===== config.mk =====
export PLATFORM = sky130hd
export DESIGN_NAME = mux_oper_a
export DESIGN_NICKNAME = d
export VERILOG_FILES = /design/src/rtl/mux_oper_a.sv
export SDC_FILE = /design/constraint.sdc
export NUM_CORES = 1
export LEC_CHECK = 0
export ABC_AREA = 1
export CORE_UTILIZATION = 34
export CTS_CLUSTER_DIAMETER = 80
export DETAILED_ROUTE_END_ITERATION = 16
export GPL_TIMING_DRIVEN = 0
export PLACE_DENSITY_LB_ADDON = 0.25
export SETUP_SLACK_MARGIN = 0.3
export SLEW_MARGIN = 15
export SYNTH_ARGS = -nofsm -noshare
export SYNTH_HDL_FRONTEND = slang
export SYNTH_SLANG_ARGS = --single-unit

===== constraint.sdc =====
create_clock -name clk -period 1 [get_ports clk]
set_clock_uncertainty 0.05 [all_clocks]
set_input_delay 0.2 -clock clk [delete_from_list [all_inputs] [get_ports clk]]
set_output_delay 0.2 -clock clk [all_outputs]
set_load 0.01 [all_outputs]

===== src/rtl/mux_oper_a.sv =====
// -----------------------------------------------------------------------------
// mux_oper_a
//
// Operand-A source selector for the ALU input. Picks one of three 32-bit
// sources, or a constant zero, and registers the result so the ALU sees a
// stable operand for the whole cycle following the capture edge.
//
// Ports:
//   clk            in   1   rising-edge clock for the output register
//   rst_n          in   1   asynchronous active-low reset, clears output_A
//   input_number   in  32   register-file operand
//   immediate_ext  in  32   sign/zero-extended immediate from decode
//   immediate_desp in  32   shifted (displacement) immediate from decode
//   sel_operA      in   2   source select: 0 reg, 1 ext imm, 2 disp imm, 3 zero
//   output_A       out 32   registered operand A (1-cycle latency)
// -----------------------------------------------------------------------------
module mux_oper_a (
    input  logic        clk,
    input  logic        rst_n,
    input  logic [31:0] input_number,
    input  logic [31:0] immediate_ext,
    input  logic [31:0] immediate_desp,
    input  logic [1:0]  sel_operA,
    output logic [31:0] output_A
);

    // Select encodings as driven by the control unit.
    typedef enum logic [1:0] {
        SEL_REG  = 2'b00,
        SEL_EXT  = 2'b01,
        SEL_DESP = 2'b10,
        SEL_ZERO = 2'b11
    } sel_t;

    logic [31:0] operand_next;

    always_comb begin
        // NOTE: assigning a default before the case guarantees every path
        // drives operand_next, so no latch is inferred. The default branch
        // also sends an X/Z select to zero instead of holding a stale value.
        operand_next = 32'h0000_0000;
        case (sel_operA)
            SEL_REG:  operand_next = input_number;
            SEL_EXT:  operand_next = immediate_ext;
            SEL_DESP: operand_next = immediate_desp;
            SEL_ZERO: operand_next = 32'h0000_0000;
            default:  operand_next = 32'h0000_0000;
        endcase
    end

    // Captured on every edge: no enable, no hold. Reset clears the register
    // immediately and the previous operand is not restored afterwards.
    always_ff @(posedge clk or negedge rst_n) begin
        // NOTE: sequential state uses non-blocking assignment so every
        // register samples the pre-edge values of its inputs.
        if (!rst_n) begin
            output_A <= 32'h0000_0000;
        end else begin
            output_A <= operand_next;
        end
    end

endmodule


==> impl_metrics.ini <==
[worst_setup_path]
cp_slowest_cell = dfrtp_1
arrival_ps = 800
worst_ep_required_time_ps = 750
path_class = reg -> out
cp-end-kind = primary output
critPathMaxStageDelay_ps = 380
worstPathCellList = buf_2
crit_buf_inv = 1
critical_path.max_fanout = 1
crit_family = flip-flops
critPathLaunchType = flop
cp.depth = 1

[sta]
fin_ws_ps = -50.8
setup_violations = 32
worst_hold_slack_ps = -65.8
finalCritPeriodShare_pct = 105
period_minus_slack_ps = 1050
rsz0062_at_grt = yes
worstMarginPinSlew_ps = 738
hold_viol_final = 32
max_freq_ghz = 0.952
fin_setup_tns_ps = -679
report.final.slew_viol_count = 0
relSlewSlack_pct = 50.8

[layout]
largest_reg_flops = 32
fillers = 388
top_register = output_A
syn_to_final_growth_pct = 89.6
diodes = 0
final_util_pct = 67.5
final_common_cell = clkdlybuf4s50_1
reg_top3 = output_A (32)
drive_gt1_share_pct = 19.6
fin_area_um2 = 2960
final_nets = 416
final_cell_mix = clkdlybuf4s50_1 (96), nand3_1 (95), nand2_1 (32), dfrtp_1 (32), buf_2 (27)

[detailed_routing]
wl_um = 5420
drtPass1Iterations = 4
wl_per_cell_um = 14.7
remaining_drc_errors = 0
via_per_inst = 4.95
drtIter0Drc = 83
ant_nets = 0
vias = 1828

[floorplanning]
dieHeight_um = 69.7
dieWidth_um = 69.7
boundaryPins = 132
coreArea_um2 = 4380
die-area_um2 = 4860
start_util_pct = 35.6
rows = 24

[synth]
synth.ff_latch_count = 32
synth-seq-area-share_pct = 51.3
synth_compound_area_share_pct = 0
synth_cell_types = 8
synth.avg_cell_area_um2 = 8.67
syn-num-nets = 280
synth_top_family_by_area = simple AND/OR/NAND/NOR gates
yosysWarningCount = 0
synth_simple_gate_area_share_pct = 39.8
muxShareOfSynthArea_pct = 0
synthXorXnorAreaFrac_pct = 0
synthAdderAreaFrac_pct = 0
netlist_area_um2 = 1560
postSynthCellCount = 180

[run_status]
violations = negative hold slack, negative setup slack
status = finished with violations

[clock_network]
path_clk_slew_ps = 70
ctsHtreeMaxLevel = 2
numCtsBuffers = 5
cts.sinks = 32
cts_tree = done
cts_root_buf = clkbuf_8
clockBufferDepth = 2

[grt]
grt_pass1_wl_um = 8940
grt_pass1_vias = 1920
antenna_found_initial = 0
grt_usage_pct = 23.3
grt-ovfl-total = 0
grt_max_degree = 33

[hold_path]
min_path_type = in -> async

[placement]
place_ws_ps = -107
dpl.hpwl_um = 3990
port_buffers = 129
placedInstanceArea_um2 = 2980
place.gp.congestion = 0.810

[pwr]
cellPowerDensity_nw_per_um2 = 1160
static-leakage-power_nw = 1.38
ir_drop_v = 0.000676
finalPower_w = 0.00342

[flow_run]
max_cap_violations = 0
==> path summary, 6_finish.rpt <==
path,slack (ps),endpoint,start
max,-50,output_A[22],output_A[22]
min,-70,output_A[5],rst_n
max in group asynchronous,500,output_A[29],rst_n
min in group clk,150,output_A[30],sel_operA[0]
==> report_power, final <==
part           internal, W  switching [W]  total (W)  leakage [nW]
Clock             0.000549       0.000486    0.00103        0.0510
Combinational     0.000577       0.000374   0.000952         0.924
Sequential         0.00141      0.0000305    0.00144         0.400
Total              0.00253       0.000891    0.00342          1.38
==> kinds of logic (layout without fill, tap and decap cells) <==
family | count (synthesis) | in the layout
flops | 32 | 32
simple gates | 129 | 129
buf+inv | 19 | 156
==> metrics by stage <==
| step | std cells | hold WS (ps) |
|---|---|---|
| final | 369 | -65.8 |
| after global routing | 369 | -9.56 |
| after CTS | 369 | -46.3 |
| after detailed placement | 361 | 254 |
| after global placement | 361 | 441 |
| after floorplan | 180 | -146 |
==> per-layer routing <==
layer  share of wire, %  vias to the layer above  global-route usage, %
met2                 52                       80                   41.3
met3                6.9                        8                   5.23
met1                 40                      849                   28.0
met5                  0                        -                      0
met4                1.5                        0                   7.33
li1                   -                      891                      -
==> Yosys cell counts (all sizes together) <==
cell type	n	area, µm²
nand3	96	480
buf	17	131
nand2	32	120
nor2	1	20.0
dfrtp	32	801
inv	2	7.51
==> cell type report <==
type / instances / area [µm²] / area share, %
buffer: 17 / 198 / 6.68
clock buffer: 6 / 82.6 / 2.79
clock inverter: 2 / 10.0 / 0.338
inverter: 2 / 12.5 / 0.423
multi-input combinational: 129 / 626 / 21.2
sequential: 32 / 801 / 27.1
tap: 52 / 65.1 / 2.20
timing repair buffer: 129 / 1160 / 39.3
==> timing repair <==
item / 4_1_cts / 5_1_grt
resized for setup: 129 / 7
setup endpoints to repair: 32 / 34
hold endpoints to repair: 32 / 32
setup buffers: 0 / 0
pin swaps: 0 / 2
No activity file was read; power rests on OpenSTA's default activity.
